**src/rtl/inst_prefetch_buffer.sv**
```systemverilog
// Instruction prefetch buffer: grant-gated fetch, DEPTH-entry {pc, inst} FIFO, redirect flush.
// Optional macro PREFETCH_BYPASS_EN forwards a response straight to the outputs when the FIFO is empty.
module inst_prefetch_buffer #(
   parameter int unsigned DEPTH    = 4,
   parameter logic [31:0] RESET_PC = 32'h0
) (
   input  logic                     clk,
   input  logic                     reset,
   input  logic                     redirect_valid,
   input  logic [31:0]              redirect_pc,
   input  logic                     mem_grant,
   output logic                     mem_req,
   output logic [31:0]              mem_addr,
   input  logic [31:0]              mem_rdata,
   input  logic                     ifid_ready,
   output logic                     inst_valid,
   output logic [31:0]              inst,
   output logic [31:0]              inst_pc,
   output logic [$clog2(DEPTH):0]   fifo_count
);

   localparam int unsigned PtrW = $clog2(DEPTH);
   localparam int unsigned CntW = PtrW + 1;
   localparam logic [31:0] Nop  = 32'h0000_0033;

   typedef enum logic [0:0] {StRun, StKill} state_e;

   state_e              state_q, state_d;
   logic [31:0]         fetch_pc_q, fetch_pc_d;
   logic [31:0]         resp_pc_q, resp_pc_d;
   logic                inflight_q, inflight_d;
   logic [CntW-1:0]     count_q, count_d;
   logic [PtrW-1:0]     rd_ptr_q, rd_ptr_d, wr_ptr_q, wr_ptr_d;
   logic [31:0]         fifo_inst [DEPTH];
   logic [31:0]         fifo_pc   [DEPTH];
   logic [CntW:0]       credit;
   logic                accept, resp_valid, push, pop, bypass, empty;

   // Queued plus in-flight words never exceed DEPTH, so a push always has room.
   always_comb begin
      credit     = {1'b0, count_q} + {{CntW{1'b0}}, inflight_q};
      mem_req    = !reset && !redirect_valid && (credit < (CntW + 1)'(DEPTH));
      accept     = mem_req && mem_grant;
      mem_addr   = fetch_pc_q;
      empty      = (count_q == '0);
      resp_valid = inflight_q && (state_q == StRun);
`ifdef PREFETCH_BYPASS_EN
      bypass     = empty && resp_valid && !redirect_valid;
`else
      bypass     = 1'b0;
`endif
      push       = resp_valid && !redirect_valid && !(bypass && ifid_ready);
      pop        = !empty && ifid_ready && !redirect_valid;
   end

   always_comb begin
      inst_valid = 1'b0;
      inst       = Nop;
      inst_pc    = 32'h0;
      if (!empty) begin
         inst_valid = 1'b1;
         inst       = fifo_inst[rd_ptr_q];
         inst_pc    = fifo_pc[rd_ptr_q];
      end else if (bypass) begin
         inst_valid = 1'b1;
         inst       = mem_rdata;
         inst_pc    = resp_pc_q;
      end
   end

   assign fifo_count = count_q;

   always_comb begin
      state_d    = state_q;
      fetch_pc_d = fetch_pc_q;
      resp_pc_d  = resp_pc_q;
      inflight_d = accept;
      count_d    = count_q;
      rd_ptr_d   = rd_ptr_q;
      wr_ptr_d   = wr_ptr_q;
      if (redirect_valid) begin
         fetch_pc_d = {redirect_pc[31:2], 2'b00};
         count_d    = '0;
         rd_ptr_d   = '0;
         wr_ptr_d   = '0;
         if (state_q == StRun && inflight_q) state_d = StKill;
      end else begin
         if (state_q == StKill) state_d = StRun;
         if (accept) begin
            fetch_pc_d = fetch_pc_q + 32'd4;
            resp_pc_d  = fetch_pc_q;
         end
         if (push) wr_ptr_d = wr_ptr_q + 1'b1;
         if (pop)  rd_ptr_d = rd_ptr_q + 1'b1;
         count_d = count_q + CntW'(push) - CntW'(pop);
      end
   end

   always_ff @(posedge clk or posedge reset) begin
      if (reset) begin
         state_q    <= StRun;
         fetch_pc_q <= RESET_PC;
         resp_pc_q  <= 32'h0;
         inflight_q <= 1'b0;
         count_q    <= '0;
         rd_ptr_q   <= '0;
         wr_ptr_q   <= '0;
      end else begin
         state_q    <= state_d;
         fetch_pc_q <= fetch_pc_d;
         resp_pc_q  <= resp_pc_d;
         inflight_q <= inflight_d;
         count_q    <= count_d;
         rd_ptr_q   <= rd_ptr_d;
         wr_ptr_q   <= wr_ptr_d;
      end
   end

   always_ff @(posedge clk) begin
      if (push) begin
         fifo_inst[wr_ptr_q] <= mem_rdata;
         fifo_pc[wr_ptr_q]   <= resp_pc_q;
      end
   end

endmodule

```
**config.mk**
```make
export PLATFORM = sky130hd
export DESIGN_NAME = inst_prefetch_buffer
export DESIGN_NICKNAME = d
export VERILOG_FILES = /design/src/rtl/inst_prefetch_buffer.sv
export SDC_FILE = /design/constraint.sdc
export NUM_CORES = 1
export LEC_CHECK = 0
export CAP_MARGIN = 20
export CORE_MARGIN = 5
export CORE_UTILIZATION = 51
export DETAILED_ROUTE_END_ITERATION = 10
export DONT_BUFFER_PORTS = 1
export PLACE_DENSITY = 0.63
export SLEW_MARGIN = 20
export SYNTH_ARGS = -nofsm -noshare
export SYNTH_HDL_FRONTEND = slang
export SYNTH_SLANG_ARGS = --single-unit
```
**constraint.sdc**
```tcl
create_clock -name clk -period 3.6 [get_ports clk]
set_input_delay 0.72 -clock clk [delete_from_list [all_inputs] [get_ports clk]]
set_output_delay 0.72 -clock clk [all_outputs]
set_load 0.1 [all_outputs]
```
After elaboration in Yosys (flattened, before gate mapping)
Memory sizes are Yosys's and may differ from the RTL's.
Cells that the tools add are included.
- input port bits: 69
- bits in writable memories: 256
- memories kept: 2
- bits in registers: 73
- word-level logic and storage cells: 48
- memories (memory ; depth ; width ; read ports ; clocked after Yosys merged registers in ; wr ports ; RTL line ; RTL):
    fifo_inst ; 4 ; 32 ; 1 ; 0 ; 1 ; 34 ; logic [31:0] fifo_inst [DEPTH];
    fifo_pc ; 4 ; 32 ; 1 ; 0 ; 1 ; 35 ; logic [31:0] fifo_pc [DEPTH];
- bitwise operators: 2
- magnitude comparators: 1
- muxes and demuxes: 14
- add/sub/neg operators: 6
- equality and inequality tests: 1
- reductions and logical operators: 15
- operator list (kind ; count):
    $mux W32 ; 4
    $add A32 B3 Y32 const B ; 1
    $mux W2 ; 4
    $logic_and A1 B1 Y1 ; 7
    $reduce_bool A2 Y1 ; 3
    $mux W1 ; 5
    $add A2 B1 Y2 const B ; 2
    $add A3 B1 Y4 ; 1
    $lt A4 B3 Y1 const B ; 1
    $add A3 B1 Y3 ; 1
    $logic_not A1 Y1 ; 3
    $logic_not A3 Y1 ; 1
    $mux W3 ; 1
    $sub A3 B1 Y3 ; 1
    $ne A2 B1 Y1 const B ; 1
    $not A1 Y1 ; 2
    $reduce_and A2 Y1 ; 1

Depth between registers and ports, before layout
Gate-level depths: netlist of the first run.
- depth after elaboration: 6
- depth in mapped cells: 12
- depth with buffers taken out: 11

Worst setup path after synthesis of the first run
Ideal clock, no wire load.
- path kind: register -> output
- start: register count_q[1], in the netlist fifo_count[1]
- end: output inst[21]
- arrival time: 3.224 ns
- slack: -0.344 ns
- cell stages (with the launch flop): 5
- buffers on the path: 1
- cell sequence: dfrtp_1 > nor3_1 > inv_1 > clkbuf_1 > and2_1
- cells in the longest elaborated chain, start to end: 2
- ends and longest elaborated chain (what ; RTL line ; RTL):
    start, declared ; 32 ; logic [CntW-1:0] count_q, count_d;
    start signal, assigned ; 113 ; count_q <= count_d;
    $logic_not A3 Y1 ; 45 ; empty = (count_q == '0);
    $mux W32 ; 60 ; if (!empty) begin
    end, declared ; 17 ; output logic [31:0] inst,
No other way between the ends.

Final worst setup path of the first run
- start: register rd_ptr_q[0]
- end: output inst[0]
- cells in the longest elaborated chain, start to end: 2
- ends and longest elaborated chain (what ; RTL line ; RTL):
    start, declared ; 33 ; logic [PtrW-1:0] rd_ptr_q, rd_ptr_d, wr_ptr_q, wr_ptr_d;
    start signal, assigned ; 114 ; rd_ptr_q <= rd_ptr_d;
    $mem_v2 Z4 W32 ; n/a ;
    $mux W32 ; 60 ;
No other way between the ends.

==> results of run 1 <==
-- registers in the layout (all words and copies together) (netlist names) --
| signal | cells |
|---|---|
| resp_pc_q | 30 |
| wr_ptr_q | 2 |
| fifo_pc | 120 |
| mem_addr | 30 |
| rd_ptr_q | 2 |
| fifo_count | 3 |
| inflight_q | 1 |
| state_q | 1 |
| fifo_inst | 128 |
-- stage by stage --
| stage | hold slack, ps | setup slack [ps] |
|---|---|---|
| final | 289 | 408 |
| after global routing | 273 | 288 |
| after CTS | 268 | 335 |
| after detailed placement | 483 | 658 |
| after global placement | 470 | 767 |
| after floorplan | 457 | 145 |
-- cell families after synthesis --
logic type                 Yosys count  synth area share, %
adders and majority gates            9                0.939
xor gates and xnor gates            21                 1.44
DFF                                317                 71.7
and+or+nand+nor                    180                 8.19
buffers and inverters               46                 1.60
AOI/OAI and AO/OA                   37                 2.02
other                                1               0.0293
muxes                               98                 14.1
-- worst register-to-register path, delay by kind of cell (launching register included) --
family	cells	cell delay, ps
AOI/OAI and AO/OA	2	650
buffers and inverters	1	600
and+or+nand+nor	1	480
DFF	1	450
muxes	1	430
adders and majority gates	1	260
-- cells in the final DEF, fill, tap and decap left out, drive strengths merged, types with 14 or more instances in the layout --
cell type    n
dfrtp       69
o21ai       18
nand2       42
mux4        62
nand3       16
xor2        14
mux2        34
nor2        16
nand4       15
clkbuf      49
and2        65
buf         99
edfxtp     248
-- per-layer routing --
| layer | wire (um) | vias up | part of all wire (%) |
|---|---|---|---|
| met4 | 457 | 4 | 1.8 |
| met1 | 10500 | 3394 | 41 |
| met3 | 1950 | 40 | 7.5 |
| met5 | 25 | - | 0.096 |
| li1 | - | 2954 | - |
| met2 | 13000 | 229 | 50 |
-- area by class of cell --
| type | instances | share of cell area, % |
|---|---|---|
| Clock buffer | 49 | 6.44 |
| Clock inverter | 13 | 0.907 |
| Inverter | 11 | 0.263 |
| Multi-Input combinational cell | 349 | 21.8 |
| Sequential cell | 317 | 58.4 |
| Tap cell | 330 | 2.63 |
| Timing Repair Buffer | 99 | 9.58 |
-- worst paths after layout --
check / endpoint / slack, ps / cells after the start
setup reg to reg: resp_pc_q[26] / 620 / 6
min in group clk: wr_ptr_q[0] / 300 / 1
hold / removal: resp_pc_q[28] / 290 / 1
hold reg to reg: state_q / 500 / 2
max in group asynchronous: mem_addr[26] / 2460 / 2
setup / recovery: inst[0] / 410 / 3
-- power groups by stage --
stage	Sequential [mW]	Clock (mW)	Combinational (mW)
after global routing	4.69	3.76	5.48
final	4.65	3.49	5.28
after floorplan	4.90	0	3.35
after detailed placement	4.72	0	5.35
after CTS	4.65	3.57	5.35
after global placement	4.69	0	5.30
==> flow_metrics.env, run 1 <==
export IMPL_final_cell_area_um2=15700
export IMPL_finalHoldViolCount=0
export IMPL_antenna_found_initial=2
export IMPL_power_density_nw_per_um2=853
export IMPL_worstReg2RegStart="fifo_count[1]"
export IMPL_cts_resized=0
export IMPL_first_pass_iters=5
export IMPL_n_fill_cell=1777
export IMPL_power_mw=13.4
export IMPL_fin_crit_sh_pct=88.7
export IMPL_synth_edf_count=248
export IMPL_cp_num_buf_inv=1
export IMPL_fin_util_pct=63.0
export IMPL_slowest_delay_ps=680
export IMPL_crit_chain="buf_4 > mux4_2 > or2_2"
export IMPL_ant_nets=0
export IMPL_placedCellCount=1106
export IMPL_maxSlewViolCount=0
export IMPL_drt_initial_drc_count=505
export IMPL_drive_gt1_share_pct=32.0
export IMPL_grt_max_degree=63
export IMPL_max_freq_mhz=313
export IMPL_yosysWarnings=0
export IMPL_peakVddDrop_v=0.000486
export IMPL_grt_pass1_vias=7129
export IMPL_routedWlPerCell_um=22.2
export IMPL_max_slew_margin_pct=23.4
export IMPL_startpoint_type="flip-flop"
export IMPL_placed_cell_area_um2=14600
export IMPL_fin_crit_ps=3190
export IMPL_synth_top_flop_cell="edfxtp_1"
export IMPL_numPortBuffers=0
export IMPL_p_leak_nw=5.47
export IMPL_rsz0062_at_grt="false"
export IMPL_pin_count=170
export IMPL_track_usage_pct=18.7
export IMPL_ctsHoldBuffers=0
export IMPL_num_antenna_cells=0
export IMPL_initial_core_util_pct=51.2
export IMPL_multi_input_area_um2=3430
export IMPL_core_um2=25000
export IMPL_arrival_ps=2470
export IMPL_synth_cell_types=46
export IMPL_endpoint_kind="output port"
export IMPL_dieArea_um2=28400
export IMPL_synthCells=709
export IMPL_p_int_mw=8.30
export IMPL_avgSynthCellArea_um2=18.0
export IMPL_fin_cells=1168
export IMPL_worstPathRequired_ps=2880
export IMPL_p_comb_share_pct=39.4
export IMPL_cts_buffers=34
export IMPL_synth_top_area_cell="edfxtp_1"
export IMPL_drcViolationCount=0
export IMPL_clock_skew_ps=13.4
export IMPL_setup_worst_path_start="rd_ptr_q[0]"
export IMPL_ctsLongestPathBuffers=3
export IMPL_cts_root_buffer="clkbuf_16"
export IMPL_die_width_um=168
export IMPL_cp_slowest_cell="dfrtp_4"
export IMPL_ys_seq_elements=317
export IMPL_seq_area_um2=9180
export IMPL_met1_usage_pct=25.0
export IMPL_grtUsageMet2_pct=30.7
export IMPL_syn_cell_area_um2=12800
export IMPL_finalSetupTns_ps=0
export IMPL_yosys_area_top_type_share_pct=58.2
export IMPL_num_rows=58
export IMPL_run_status="complete, no violations"
export IMPL_crit_family="flip-flops"
export IMPL_postCtsSetupRepairBufs=0
export IMPL_p_sw_mw=5.11
export IMPL_p_seq_share_pct=34.6
export IMPL_finalSetupViolations=0
export IMPL_synthTopCellsByArea="edfxtp_1 58%, dfrtp_1 13%, mux4_2 11%, and2_1 3.2%, mux2_2 3.0%"
export IMPL_clkTransAtPathRegs_ps=60
export IMPL_nNetsFinal=890
export IMPL_grt_pass1_wl_mm=41.1
export IMPL_clk_latency_ps=500
export IMPL_die_h_um=168
export IMPL_grtUsageMet3_pct=5.42
export IMPL_timing_max_cap_violations=0
export IMPL_synth_common_cells="248 x edfxtp_1, 69 x dfrtp_1, 65 x and2_1"
export IMPL_drt_wl_total_mm=26.0
export IMPL_critical_path_class="flip-flop to output port"
export IMPL_synth_most_common_cell="edfxtp_1"
export IMPL_area_growth_pct=23.0
export IMPL_viasPerCell=5.67
export IMPL_clockPowerShare_pct=26.0
export IMPL_swShare_pct=38.1
export IMPL_dpl_hpwl_mm=16.0
export IMPL_clock_sinks=317
export IMPL_overflow=0
export IMPL_gp_congestion=0.851
export IMPL_tightestPinTransition_ps=1150
export IMPL_cts_tree="done"
export IMPL_synth_async_reset_ratio_pct=21.8
export IMPL_grt_busiest_layer="met2"
export IMPL_htreeDepth=2
export IMPL_ys_seq_area_share_pct=71.7
export IMPL_worstPathMaxFanout=19
export IMPL_hp_class="input port to async pin"
export IMPL_dr_total_vias=6621
(Power assumes the default switching activity.)
==> run 2: changes to the inputs <==
- ABC_AREA: unset -> 1
==> run 2 against run 1 <==
Sequential power up 1%. Wire length up 14%. Global-route usage up 0.96 points. Critical path type unchanged. Via count up 38%. Clock-buffer cell count down 8.
==> flow_metrics.env, run 2 <==
export IMPL_ctsLongestPathBuffers=3
export IMPL_cts_tree="done"
export IMPL_postCtsSetupRepairBufs=0
export IMPL_synth_cell_types=30
export IMPL_synthTopCellsByArea="edfxtp_1 55%, dfrtp_1 13%, nor2_1 8.0%, nand2_1 5.3%, o21ai_0 5.0%"
export IMPL_core_um2=26100
export IMPL_nNetsFinal=1431
export IMPL_final_common_cell="nor2_1"
export IMPL_fin_crit_sh_pct=84.7
export IMPL_reg2reg_slack_ps=1030
export IMPL_yosys_area_top_type_share_pct=55.2
export IMPL_overflow=0
export IMPL_timing_max_cap_violations=0
export IMPL_yosysWarnings=0
export IMPL_finalSetupViolations=0
export IMPL_pin_count=170
export IMPL_num_rows=59
export IMPL_clkTransAtPathRegs_ps=60
export IMPL_finalHoldViolCount=0
export IMPL_synth_edf_count=248
export IMPL_ant_nets=0
export IMPL_area_growth_pct=23.9
export IMPL_synth_common_cells="289 x nor2_1, 248 x edfxtp_1, 191 x nand2_1"
export IMPL_numPortBuffers=0
export IMPL_grt_pass1_vias=9027
export IMPL_synth_top_area_cell="edfxtp_1"
export IMPL_ys_seq_elements=317
export IMPL_die_h_um=173
export IMPL_fin_cells=1713
export IMPL_dr_total_vias=9142
export IMPL_track_usage_pct=19.6
export IMPL_peakVddDrop_v=0.000675
export IMPL_synth_async_reset_ratio_pct=21.8
export IMPL_drt_wl_total_mm=29.5
export IMPL_hold_ws_ps=270
export IMPL_max_flop_register="fifo_inst"
export IMPL_drcViolationCount=0
export IMPL_grt_pass1_wl_mm=47.9
export IMPL_initial_core_util_pct=51.7
export IMPL_placedCellCount=1652
export IMPL_fin_crit_ps=3050
export IMPL_grt_max_degree=126
export IMPL_dieArea_um2=29800
export IMPL_synth_most_common_cell="nor2_1"
export IMPL_endpoint_kind="output port"
export IMPL_die_width_um=173
export IMPL_layout_common_cells="285 x nor2_1, 248 x edfxtp_1, 191 x nand2_1"
export IMPL_htreeDepth=2
export IMPL_first_pass_iters=5
export IMPL_worstPathRequired_ps=2880
export IMPL_cts_root_buffer="clkbuf_16"
export IMPL_rsz0062_at_grt="false"
export IMPL_run_status="complete, no violations"
export IMPL_finalSetupTns_ps=0
export IMPL_hp_class="input port to flip-flop"
export IMPL_fin_util_pct=64.1
export IMPL_tightestPinTransition_ps=1100
export IMPL_worstHoldStart="redirect_valid"
export IMPL_synth_top_flop_cell="edfxtp_1"
export IMPL_clk_latency_ps=510
export IMPL_clock_sinks=317
export IMPL_drive_gt1_share_pct=17.7
export IMPL_routedWlPerCell_um=17.2
export IMPL_worstPathMaxFanout=65
export IMPL_synthCells=1274
export IMPL_num_antenna_cells=0
export IMPL_viasPerCell=5.34
export IMPL_cts_resized=0
export IMPL_arrival_ps=2330
export IMPL_avgSynthCellArea_um2=10.6
export IMPL_ys_seq_area_share_pct=68.1
export IMPL_worstReg2RegStart="fifo_count[0]"
export IMPL_max_freq_mhz=328
export IMPL_critical_path_class="flip-flop to output port"
export IMPL_maxSlewViolCount=0
export IMPL_setup_worst_path_start="rd_ptr_q[0]"
export IMPL_max_slew_margin_pct=26.9
export IMPL_power_density_nw_per_um2=881
export IMPL_power_mw=14.7
export IMPL_dpl_hpwl_mm=17.2
export IMPL_drt_initial_drc_count=728
export IMPL_reg_top3="fifo_inst (128), fifo_pc (120)"
export IMPL_largest_reg_flops=128
export IMPL_cts_buffers=34
export IMPL_gp_congestion=0.831
export IMPL_startpoint_type="flip-flop"
export IMPL_ctsHoldBuffers=0
export IMPL_antenna_found_initial=0
export IMPL_syn_cell_area_um2=13500
export IMPL_p_leak_nw=6.27
export IMPL_clock_skew_ps=15.6
==> run 2: cell count changes in the layout (fill, tap and decap cells not counted), moves of 34 or more <==
cell | before | now
o21ai_0 | 18 | 135
nand2_1 | 41 | 191
and2_1 | 61 | 2
inv_1 | 7 | 63
mux2_2 | 34 | 0
nand3_1 | 16 | 82
nor2_1 | 16 | 285
mux4_2 | 62 | 0
a21oi_2 | 0 | 58
==> run 2: kinds of logic (layout without fill, tap and decap cells) <==
logic type	Yosys count	count (layout)	share of synthesized area [%]
xor gates and xnor gates	3	3	0.195
DFF	317	317	68.1
buffers and inverters	136	237	4.69
and+or+nand+nor	580	580	17.6
other	1	4	0.0278
AOI/OAI and AO/OA	228	228	8.58
adders and majority gates	9	9	0.891
==> run 2: power breakdown <==
group	switching, mW	internal, mW
logic	4.59	1.90
clock network	1.36	2.15
registers	0.353	4.36
total	6.30	8.41
==> run 2: worst paths after layout <==
kind	to	depth (start not counted)
setup / recovery	inst_pc[21]	5
hold / removal	fifo_count[0]	1
setup reg to reg	mem_addr[7]	8
hold reg to reg	resp_pc_q[7]	2
max in group asynchronous	rd_ptr_q[0]	2
min in group asynchronous	fifo_count[2]	2
==> run 2: worst max-delay path, stage by stage (launching register included) <==
cell and delay, ps:
dfrtp_4 500, clkinv_2 350, buf_12 320, o21ai_0 180, a21oi_2 240, buf_12 200
==> run 2: area by class of cell <==
cell class	count	area [um2]
Clock inverter	20	199
Inverter	68	256
Multi-Input combinational cell	824	4020
Tap cell	335	419
Clock buffer	41	941
Timing Repair Buffer	108	1690
Fill cell	1960	9360
Sequential cell	317	9180
==> run 2: metal layers <==
| metal | GRT usage [%] | part of all wire (%) | wire length, um | up-vias |
|---|---|---|---|---|
| li1 | - | - | - | 4481 |
| met1 | 25.5 | 42 | 12300 | 4330 |
| met2 | 32.8 | 48 | 14200 | 281 |
| met3 | 5.13 | 7.8 | 2310 | 48 |
| met4 | 5.45 | 2.3 | 665 | 2 |
| met5 | 1.28 | 0.19 | 56 | - |
==> run 2: through the flow <==
step,setup WS (ps),area [um2]
after CTS,509,16700
final,549,16700
after floorplan,-589,13700
after global routing,393,16700
after detailed placement,1020,15600
after global placement,1060,15600
==> run 3: changes to the inputs <==
- PLACE_DENSITY: 0.63 -> 0.66
- clock period: 3.6 -> 2.8 ns (I/O delays scaled with it)
==> run 3 against run 2 <==
Global-route usage shrank 0.40 points. Final area increased by 0.70%. First-iteration DRC count is 8.7% lower. Register-to-register slack worse by 470 ps. Core utilization up 0.45 points. Power up 28%. Critical path type unchanged.
==> flow_metrics.env, run 3 (synthesized netlist as in run 2, its figures left out) <==
export IMPL_met1_usage_pct=25.4
export IMPL_worstPathMaxFanout=41
export IMPL_routedWlPerCell_um=17.0
export IMPL_grtUsageMet3_pct=5.20
export IMPL_tightestPinTransition_ps=958
export IMPL_placedCellCount=1666
export IMPL_grt_max_degree=87
export IMPL_overflow=0
export IMPL_htreeDepth=1
export IMPL_area_growth_pct=24.8
export IMPL_critical_path_class="flip-flop to output port"
export IMPL_grt_pass1_vias=9095
export IMPL_first_pass_iters=5
export IMPL_clk_latency_ps=550
export IMPL_reg_top3="fifo_inst (128), fifo_pc (120)"
export IMPL_n_fill_cell=1896
export IMPL_cts_tree="done"
export IMPL_run_status="complete, no violations"
export IMPL_arrival_ps=2130
export IMPL_grtUsageMet2_pct=32.0
export IMPL_dpl_hpwl_mm=18.4
export IMPL_p_leak_nw=6.34
export IMPL_layout_common_cells="285 x nor2_1, 248 x edfxtp_1, 191 x nand2_1"
export IMPL_max_slew_margin_pct=36.1
export IMPL_fin_crit_sh_pct=96.1
export IMPL_worstReg2RegStart="fifo_count[1]"
export IMPL_hp_class="input port to flip-flop"
export IMPL_fin_util_pct=64.5
export IMPL_ant_nets=0
export IMPL_endpoint_kind="output port"
export IMPL_clock_skew_ps=9.11
export IMPL_finalHoldViolCount=0
export IMPL_die_h_um=173
export IMPL_antenna_found_initial=0
export IMPL_power_density_nw_per_um2=1120
export IMPL_fin_crit_ps=2690
export IMPL_maxSlewViolCount=0
export IMPL_nNetsFinal=1446
export IMPL_numPortBuffers=0
export IMPL_cts_buffers=31
export IMPL_clock_sinks=317
export IMPL_gp_congestion=0.868
export IMPL_reg2reg_slack_ps=560
export IMPL_num_antenna_cells=0
export IMPL_drt_initial_drc_count=665
export IMPL_final_common_cell="nor2_1"
export IMPL_cts_root_buffer="clkbuf_16"
export IMPL_grt_busiest_layer="met2"
export IMPL_dieArea_um2=29800
export IMPL_peakVddDrop_v=0.000840
export IMPL_dr_total_vias=9158
export IMPL_min_to="fifo_count[1]"
export IMPL_drcViolationCount=0
export IMPL_rsz0062_at_grt="true"
export IMPL_ctsLongestPathBuffers=3
export IMPL_pin_count=170
export IMPL_worstHoldStart="redirect_valid"
export IMPL_startpoint_type="flip-flop"
export IMPL_whs_path_depth=1
export IMPL_layout_setup_ws_ps=110
export IMPL_die_width_um=173
export IMPL_drive_gt1_share_pct=19.3
export IMPL_fin_cells=1727
export IMPL_viasPerCell=5.30
export IMPL_clkTransAtPathRegs_ps=60
export IMPL_place_ws_ps=544
export IMPL_reg2reg_to="mem_addr[10]"
export IMPL_core_um2=26100
export IMPL_worstPathRequired_ps=2240
export IMPL_initial_core_util_pct=51.7
export IMPL_finalSetupViolations=0
export IMPL_reg2regPathDepth=8
export IMPL_max_freq_mhz=372
export IMPL_grt_pass1_wl_mm=47.2
export IMPL_drt_wl_total_mm=29.4
export IMPL_num_rows=59
export IMPL_timing_max_cap_violations=0
export IMPL_max_flop_register="fifo_inst"
export IMPL_track_usage_pct=19.2
export IMPL_largest_reg_flops=128
[run 3: layout make-up]
cell class	count	area, um2	area share [%]
repair buffers	126	1860	11.0
clock inverters	18	211	1.26
multi-input cells	824	4020	23.9
well taps	335	419	2.49
inverters	68	262	1.55
flip-flops and latches	317	9180	54.6
clock buffers	39	867	5.16
[run 3: through the flow]
| step | total power, mW | hold WS (ps) | area (um2) | setup TNS (ps) |
|---|---|---|---|---|
| floorplan | 11.7 | 466 | 13800 | -65960 |
| global placement | 14.6 | 338 | 15700 | 0 |
| detailed placement | 14.7 | 342 | 15700 | 0 |
| CTS | 18.9 | 41.7 | 16800 | 0 |
| global route | 19.6 | 39.3 | 16800 | -79.6 |
| finish | 18.9 | 72.3 | 16800 | 0 |
[run 3: metal layers]
layer  share of wire, %  up-vias
li1                   -     4508
met1                 42     4324
met2                 48      285
met3                7.9       41
met4                1.7        0
met5                  0        -
[run 3: timing repair]
action	CTS	global route
pin swaps	0	2
endpoints found under the setup margin	2	19
cloned	0	1
endpoints found under the hold margin	5	0
setup buffers	0	2
hold buffers	1	0
gates resized for setup	1	7
[run 3: worst max-delay path by stage]
stage / start / endpoint / slack (ps) / cells past startpoint
finish: fifo_count[1] / inst[19] / 110 / 5
global route: rd_ptr_q[0] / inst[5] / -20 / 7
CTS: rd_ptr_q[0] / inst[5] / 30 / 7
detailed placement: fifo_count[1] / mem_addr[10] / 540 / 8
global placement: fifo_count[1] / mem_addr[10] / 580 / 8
floorplan: fifo_count[1] / inst[30] / -270 / 3
[run 3: worst max-delay path, cell delays in order (launching register included)]
cell     delay, ps
dfrtp_2        440
nor3_4         210
buf_4          270
buf_12         330
a21oi_2        110
buf_12         190
[run 3: where the power goes]
group | total, mW | internal [mW] | leakage [nW] | switching [mW]
registers | 5.97 | 5.61 | 3.10 | 0.357
logic | 8.63 | 2.57 | 2.72 | 6.06
clock network | 4.27 | 2.56 | 0.517 | 1.71
total | 18.9 | 10.7 | 6.34 | 8.13
